===== src/rtl/tx_message_selector.sv =====
// TX message selector: picks the next message from the high-priority buffer
// or the TX FIFO, holds it, and drives the transmitter request/ack handshake
// with retransmission on arbitration loss or bus error.
module tx_message_selector #(
  parameter int unsigned MSG_W     = 128,
  parameter int unsigned MAX_RETRY = 16,
  parameter int unsigned RETRY_W   = 5
) (
  input  logic               i_sys_clk,
  input  logic               i_reset,
  input  logic               i_tx_fifo_empty,
  output logic               o_tx_fifo_r_en,
  input  logic [MSG_W-1:0]   i_tx_fifo_r_data,
  input  logic               i_hpb_valid,
  input  logic [MSG_W-1:0]   i_hpb_data,
  output logic               o_hpb_clear,
  output logic [MSG_W-1:0]   o_tx_message,
  output logic               o_tx_req,
  input  logic               i_tx_ack,
  input  logic               i_tx_done,
  input  logic               i_arb_lost,
  input  logic               i_tx_error,
  output logic               o_tx_success,
  output logic               o_tx_fail,
  output logic               o_txbsy,
  output logic [RETRY_W-1:0] o_retry_cnt
);

  typedef enum logic [1:0] {
    IDLE      = 2'd0,
    FIFO_WAIT = 2'd1,
    REQUEST   = 2'd2,
    ACTIVE    = 2'd3
  } state_e;

  localparam logic [RETRY_W-1:0] CNT_MAX   = {RETRY_W{1'b1}};
  localparam logic [RETRY_W-1:0] RETRY_LIM = RETRY_W'(MAX_RETRY);
  localparam logic               LIMITED   = (MAX_RETRY != 0);

  state_e               state_q, state_d;
  logic [MSG_W-1:0]     msg_q, msg_d;
  logic [RETRY_W-1:0]   retry_cnt_q, retry_cnt_d;
  logic                 tx_req_q, tx_req_d;
  logic                 success_q, success_d;
  logic                 fail_q, fail_d;
  logic                 busy_q, busy_d;
  logic                 r_en_c;
  logic                 hpb_clear_c;

  logic [RETRY_W-1:0]   retry_inc;
  logic                 attempt_bad;
  logic                 limit_hit;

  // Failed-attempt bookkeeping shared by next-state and output logic
  always_comb begin
    retry_inc   = (retry_cnt_q == CNT_MAX) ? retry_cnt_q : retry_cnt_q + RETRY_W'(1);
    attempt_bad = i_arb_lost | i_tx_error;
    limit_hit   = LIMITED && (retry_inc == RETRY_LIM);
  end

  // State register
  always_ff @(posedge i_sys_clk or negedge i_reset) begin
    if (!i_reset) begin
      state_q <= IDLE;
    end else begin
      state_q <= state_d;
    end
  end

  // Next-state logic; HPB has priority in IDLE, done beats a same-cycle error
  always_comb begin
    state_d = state_q;
    case (state_q)
      IDLE: begin
        if (i_hpb_valid) begin
          state_d = REQUEST;
        end else if (!i_tx_fifo_empty) begin
          state_d = FIFO_WAIT;
        end
      end
      FIFO_WAIT: state_d = REQUEST;
      REQUEST: begin
        if (i_tx_ack) begin
          state_d = ACTIVE;
        end
      end
      ACTIVE: begin
        if (i_tx_done) begin
          state_d = IDLE;
        end else if (attempt_bad) begin
          state_d = limit_hit ? IDLE : REQUEST;
        end
      end
      default: state_d = IDLE;
    endcase
  end

  // Output / datapath next values; FIFO read and HPB clear are same-cycle strobes
  always_comb begin
    msg_d       = msg_q;
    retry_cnt_d = retry_cnt_q;
    success_d   = 1'b0;
    fail_d      = 1'b0;
    tx_req_d    = (state_d == REQUEST);
    busy_d      = (state_d != IDLE);
    r_en_c      = 1'b0;
    hpb_clear_c = 1'b0;
    case (state_q)
      IDLE: begin
        if (i_hpb_valid) begin
          msg_d       = i_hpb_data;
          retry_cnt_d = '0;
          hpb_clear_c = 1'b1;
        end else if (!i_tx_fifo_empty) begin
          r_en_c = 1'b1;
        end
      end
      FIFO_WAIT: begin
        msg_d       = i_tx_fifo_r_data;
        retry_cnt_d = '0;
      end
      ACTIVE: begin
        if (i_tx_done) begin
          success_d = 1'b1;
        end else if (attempt_bad) begin
          retry_cnt_d = retry_inc;
          fail_d      = limit_hit;
        end
      end
      default: ;
    endcase
  end

  // Registered outputs and holding register
  always_ff @(posedge i_sys_clk or negedge i_reset) begin
    if (!i_reset) begin
      msg_q       <= '0;
      retry_cnt_q <= '0;
      tx_req_q    <= 1'b0;
      success_q   <= 1'b0;
      fail_q      <= 1'b0;
      busy_q      <= 1'b0;
    end else begin
      msg_q       <= msg_d;
      retry_cnt_q <= retry_cnt_d;
      tx_req_q    <= tx_req_d;
      success_q   <= success_d;
      fail_q      <= fail_d;
      busy_q      <= busy_d;
    end
  end

  // Strobes are forced low while reset is held so every output reads 0 in reset
  assign o_tx_fifo_r_en = r_en_c & i_reset;
  assign o_hpb_clear    = hpb_clear_c & i_reset;
  assign o_tx_message   = msg_q;
  assign o_retry_cnt    = retry_cnt_q;
  assign o_tx_req       = tx_req_q;
  assign o_tx_success   = success_q;
  assign o_tx_fail      = fail_q;
  assign o_txbsy        = busy_q;

endmodule

===== config.mk =====
export PLATFORM = sky130hd
export DESIGN_NAME = tx_message_selector
export DESIGN_NICKNAME = d
export VERILOG_FILES = /design/src/rtl/tx_message_selector.sv
export SDC_FILE = /design/constraint.sdc
export NUM_CORES = 1
export LEC_CHECK = 0
export ABC_AREA = 1
export CAP_MARGIN = 20
export CORE_AREA = 3 3 154 156
export CTS_BUF_LIST = sky130_fd_sc_hd__clkbuf_4 sky130_fd_sc_hd__clkbuf_8
export DETAILED_ROUTE_END_ITERATION = 6
export DIE_AREA = 0 0 157 159
export PLACE_DENSITY_LB_ADDON = 0.1
export RECOVER_POWER = 100
export SLEW_MARGIN = 5
export SYNTH_ARGS = -nofsm -noshare
export SYNTH_HDL_FRONTEND = slang
export SYNTH_SLANG_ARGS = --single-unit
export TNS_END_PERCENT = 1

===== constraint.sdc =====
create_clock -name i_sys_clk -period 1.25 [get_ports i_sys_clk]
set_input_delay 0.125 -clock i_sys_clk [delete_from_list [all_inputs] [get_ports i_sys_clk]]
set_output_delay 0.125 -clock i_sys_clk [all_outputs]
set_load 0.02 [all_outputs]

Yosys cells after proc, flatten, opt, wreduce, memory -nomap -nowiden
Index checks and enable logic that the tools add are counted.
{"block": "totals", "ff_bits": 139, "latchBits": 0, "ramBits": 0, "romBits": 0, "in_bits": 264, "output_inout_bits": 139, "memories": 0}
{"block": "op_classes", "n_addsub": 1, "mul": 0, "div_mod_pow": 0, "order_cmp": 0, "eq_ne": 9, "shift": 0, "n_mux": 24, "bitwise_logic": 3, "n_reduce_logical": 6}
{"operator": "case mux 128 bit (2 select lines)", "count": 1}
{"operator": "two-way mux 128 bit", "count": 1}
{"operator": "two-way mux 5 bit", "count": 4}
{"operator": "case mux 5 bit (3 select lines)", "count": 1}
{"operator": "two-way mux 2 bit", "count": 6}
{"operator": "equality test 5 bit, second input constant", "count": 2}
{"operator": "two-way mux 1 bit", "count": 10}
{"operator": "case mux 2 bit (4 select lines)", "count": 1}
{"operator": "equality test 2 bit, second input constant", "count": 3}
{"operator": "!= test 2 bit, second input constant", "count": 3}
{"operator": "adder 5 x 1 -> 5 bit, second input constant", "count": 1}
{"operator": "AND reduction 4 bit", "count": 1}
{"operator": "nonzero test 2 bit", "count": 2}
{"operator": "nonzero test 3 bit", "count": 1}
{"operator": "bitwise AND 1 bit", "count": 2}
{"operator": "equality test 2 x 1 -> 1 bit, second input constant", "count": 1}
{"operator": "zero test 2 bit", "count": 1}
{"operator": "AND reduction 2 bit", "count": 1}
{"operator": "bitwise OR 1 bit", "count": 1}

Depth between registers and ports, before layout
{"block": "depth", "depth_word": 8, "mapped_depth": 8, "ltp_nobuf": 8}

Worst setup path before layout
Ideal clock, no wire load.
{"block": "synth_path", "path_kind": "register -> register", "start": "register retry_cnt_q[0], in the netlist o_retry_cnt[0]", "end": "register busy_q, in the netlist o_txbsy", "setup_time_ps": 120, "arrival_ps": 1411, "setup_slack_ps": -280, "stages_incl_launch_ff": 7, "n_path_buf": 0, "cell_sequence": "dfrtp_1 -> ha_1 -> nand4_1 -> o21ai_0 -> nand3_1 -> nand2_1 -> nand2_1"}
{"block": "synth_between", "elab_chain_len": 8}
{"element": "start: declaration", "line_no": "42", "text": "logic [RETRY_W-1:0] retry_cnt_q, retry_cnt_d;"}
{"element": "start signal: assignment", "line_no": "145", "text": "retry_cnt_q <= retry_cnt_d;"}
{"element": "adder 5 x 1 -> 5 bit or equality test 5 bit (tied branches)", "line_no": "56", "text": "retry_inc = (retry_cnt_q == CNT_MAX) ? retry_cnt_q : retry_cnt_q + RETRY_W'(1);"}
{"element": "two-way mux 5 bit (*)", "line_no": "56"}
{"element": "equality test 5 bit (*)", "line_no": "58", "text": "limit_hit = LIMITED && (retry_inc == RETRY_LIM);"}
{"element": "two-way mux 2 bit (*)", "line_no": "91", "text": "state_d = limit_hit ? IDLE : REQUEST;"}
{"element": "two-way mux 2 bit (*)", "line_no": "90", "text": "end else if (attempt_bad) begin"}
{"element": "two-way mux 2 bit (*)", "line_no": "88", "text": "if (i_tx_done) begin"}
{"element": "case mux 2 bit (4 select lines) (*)", "line_no": "73", "text": "case (state_q)"}
{"element": "nonzero test 2 bit (*)", "line_no": "105", "text": "busy_d = (state_d != IDLE);"}
{"element": "named net busy_d", "line_no": "46", "text": "logic busy_q, busy_d;"}
{"element": "end signal: assignment", "line_no": "149", "text": "busy_q <= busy_d;"}
{"element": "end: declaration", "line_no": "46"}
The timed path passes the listed nets; every way through them passes the cells marked *.
A chain may end at the register's enable or synchronous reset.

Worst setup path after layout
{"block": "layout_path", "start": "register state_q[0]", "end": "register msg_q[45], in the netlist o_tx_message[45]"}
{"block": "layout_between", "elab_chain_len": 3}
{"element": "start: declaration", "line_no": "40", "text": "state_e state_q, state_d;"}
{"element": "start signal: assignment", "line_no": "66", "text": "state_q <= state_d;"}
{"element": "equality test 2 x 1 -> 1 bit or zero test 2 bit (tied branches)", "line_no": "108", "text": "case (state_q)"}
{"element": "nonzero test 2 bit (no source line) or != test 2 bit (tied branches)"}
{"element": "AND reduction 2 bit (no source line)"}
{"element": "end signal: assignment", "line_no": "144", "text": "msg_q <= msg_d;"}
{"element": "end: declaration", "line_no": "41", "text": "logic [MSG_W-1:0] msg_q, msg_d;"}
Parallel ways exist; a longest one is shown, timed or not.

==> results.md <==
- Outcome: finished with violations
- Failing checks: setup timing
- Die height: 159 um
- Critical path fanouts, max: 14
- Fin crit period: ~1.5 ns
- CTS tree: yes
- Syn nets: roughly 1200
- IO Port Bufs: 402
- Synth Instances: approximately 900
- Remaining DRCs: 0
- FILL cells: around 2100
- Vias in the first global route: 6961
- Via count: between 7000 and 8000
- Num CTS Buffers: 17
- Post-synth top area share: about 48%
- Most frequent cells after synthesis: inv_1, nand2_1, dfrtp_1
- Largest net degree at the start of global routing: just under 80
- Req. time, crit path: around 1.6 ns
- Core area: 0.0225 mm2
- DR iter-0 viols: 396
- Synth Flop Type: dfrtp_1
- Yosys cell types: 21
- Normalized max-slew margin: 41.6%
- Final Hold Vio Count: 0
- Register area share after synthesis: a little under 50%
- #FFs+latches synth: 139
- Cell area after synthesis: roughly 0.0072 mm2
- CTS clk-pin slew, worst paths: 0.09 ns
- Area Growth Syn to Fin: 71.7%
- Initial Util: about a third
- GRT Overall Usage: between 15 and 20%
- Pwr per Cell Area: 1930 mW/mm2
- Layout cells sized above 1: 20.0%
- Clock Sinks: 139
- H-tree levels: 4
- Drt wl/cell: roughly 17 um
- Largest cells by area after synthesis: dfrtp_1, inv_1, o211ai_1, nand2_1, o21ai_0
- Max Clock Freq: ~660 MHz
- CP startpoint kind: flop
- Nets: approximately 1600
- Slew @ Worst Pin: between 0.8 and 0.9 ns
- Final Worst Setup Slack: -0.263 ns
- Setup violations, final: 185
- Final hold slack: approximately 0.24 ns
- Die Area: between 0.02 and 0.025 mm2
- Drt first pass iters: 4
- Multi-input gate area: 0.00240 mm2
- Congestion Overflow GR: 0
- Worst Hold Class: input port to flop
- Final Cycle Share: 121%
- Number of routed nets with antenna violations: 0
- First-pass GRT wire length: about 39000 um
- Detailed Place HPWL: 19500 um
- Rows: 55
- Area leader, netlist: dfrtp_1
- Post-Syn Area per Cell: 8.02 um2
- Crit Path Class: flop to flop
- Diodes inserted: 0
- Synthesis warning total: 0
- CP arrival: approximately 1.9 ns
- EDFF count, synth: 0
- GPL Wtd Cong: 0.842
- Insertion delay of the later-clocked pin in the worst-skew pair: 0.44 ns
- Clk Tree Root Cell: clkbuf_8
- Worst vdd ir: about 0.85 mV
- Most frequent cell after synthesis: inv_1
- Initial antenna violation count: 0
- IO Pins: about 400
- Vias per inst: 4.51
- FF/Latch Area: 0.00348 mm2
- Pleak: 6.29 nW
- CP Capture Type: flop
- Total wire length: roughly 27000 um
- Final Slew Violations: 0
- Async SR Flop Fraction: 100%
- Clock Skew: 0.0184 ns
- Clock tree buffer depth: 2
- Die X: 157 um
- RSZ-0062 raised after global routing: yes
- Total power: about 0.024 W
- Max cap viols: 0
==> routing by layer <==
layer	share of wire (%)	GRT usage (%)
met1	40	23.5
met2	50	34.1
met3	7.7	6.20
met4	2.1	6.13
met5	0	0
==> timing repair <==
item                                    CTS  global route
setup buffers                             0             8
endpoints found under the setup margin  276           203
hold buffers                              1             1
gates resized for setup                 502           153
hold endpoints to repair                 62            30
gates cloned                              0            15
pin swaps                                 2             3
==> critical path, stage by stage, from the launching register on <==
cell and delay [ns]:
dfrtp_1 0.41, inv_2 0.06, buf_6 0.12, a21oi_4 0.16, buf_6 0.15, clkbuf_16 0.17
clkbuf_16 0.17, o211ai_1 0.08, o21ai_1 0.09
==> metrics by stage <==
step | utilization (%) | instances | cell area, um2 | worst slack (ns) | TNS (ns)
floorplan | - | 895 | 7200 | -0.105 | -4.14
CTS | 53.5 | 1617 | 12000 | -0.275 | -24.99
finish | 54.8 | 1642 | 12300 | -0.263 | -29.07
global placement | 52.7 | 1584 | 11900 | -0.430 | -49.85
detailed placement | 52.7 | 1584 | 11900 | -0.449 | -51.95
global route | 54.8 | 1642 | 12300 | -0.356 | -51.68
==> final cells by class <==
type                            instances  share of cell area [%]
Sequential cell                       139                    28.3
Clock buffer                           19                    2.02
Tap cell                              285                    2.89
Inverter                              267                    8.13
Multi-Input combinational cell        433                    19.5
Clock inverter                         13                    1.17
Timing Repair Buffer                  486                    38.1
==> report_power, final <==
part           internal [W]  leakage [nW]  total [W]  switching (W)
clock               0.00183         0.190    0.00374        0.00191
combinational       0.00527          4.39     0.0124        0.00716
sequential          0.00655          1.72    0.00766        0.00111
total                0.0137          6.29     0.0238         0.0102
==> sequential cells by signal (all words and copies together), names as in the netlist <==
signal        flops
o_tx_req          1
state_q           2
o_tx_success      1
o_tx_fail         1
o_txbsy           1
o_tx_message    128
o_retry_cnt       5
==> cell families (layout without fill, tap and decap cells) <==
logic type	after synthesis	count (layout)	share of synthesized area [%]
and+or+nand+nor	161	161	8.66
adders and majority gates	1	1	0.174
xor gates and xnor gates	1	1	0.122
DFF	139	139	48.4
AOI/OAI and AO/OA	270	270	23.5
buffers and inverters	323	785	19.1
==> cells in the final DEF, fill, tap and decap left out, types with 13 or more instances in the layout <==
cell,instances
o211ai_1,129
buf_12,13
dfrtp_1,135
o21ai_1,122
o21ai_0,15
nand2_1,139
clkbuf_8,17
inv_1,265
clkbuf_16,15
buf_4,39
clkbuf_2,114
clkdlybuf4s50_1,262
clkdlybuf4s15_2,20
==> worst paths after layout <==
path / start / endpoint / slack [ns] / cells after the start
worst max-delay path: state_q[0] / o_tx_message[45] / -0.26 / 8
worst max register to register: state_q[0] / o_tx_message[45] / -0.26 / 8
worst min register to register: o_tx_message[112] / o_tx_message[112] / 0.52 / 2
worst min-delay path: i_tx_done / o_tx_fail / 0.24 / 2
min in group asynchronous: i_reset / o_tx_message[21] / 0.55 / 4
max in group asynchronous: i_reset / o_tx_message[25] / -0.05 / 5
Note: power is estimated with default switching activity, not from simulation.
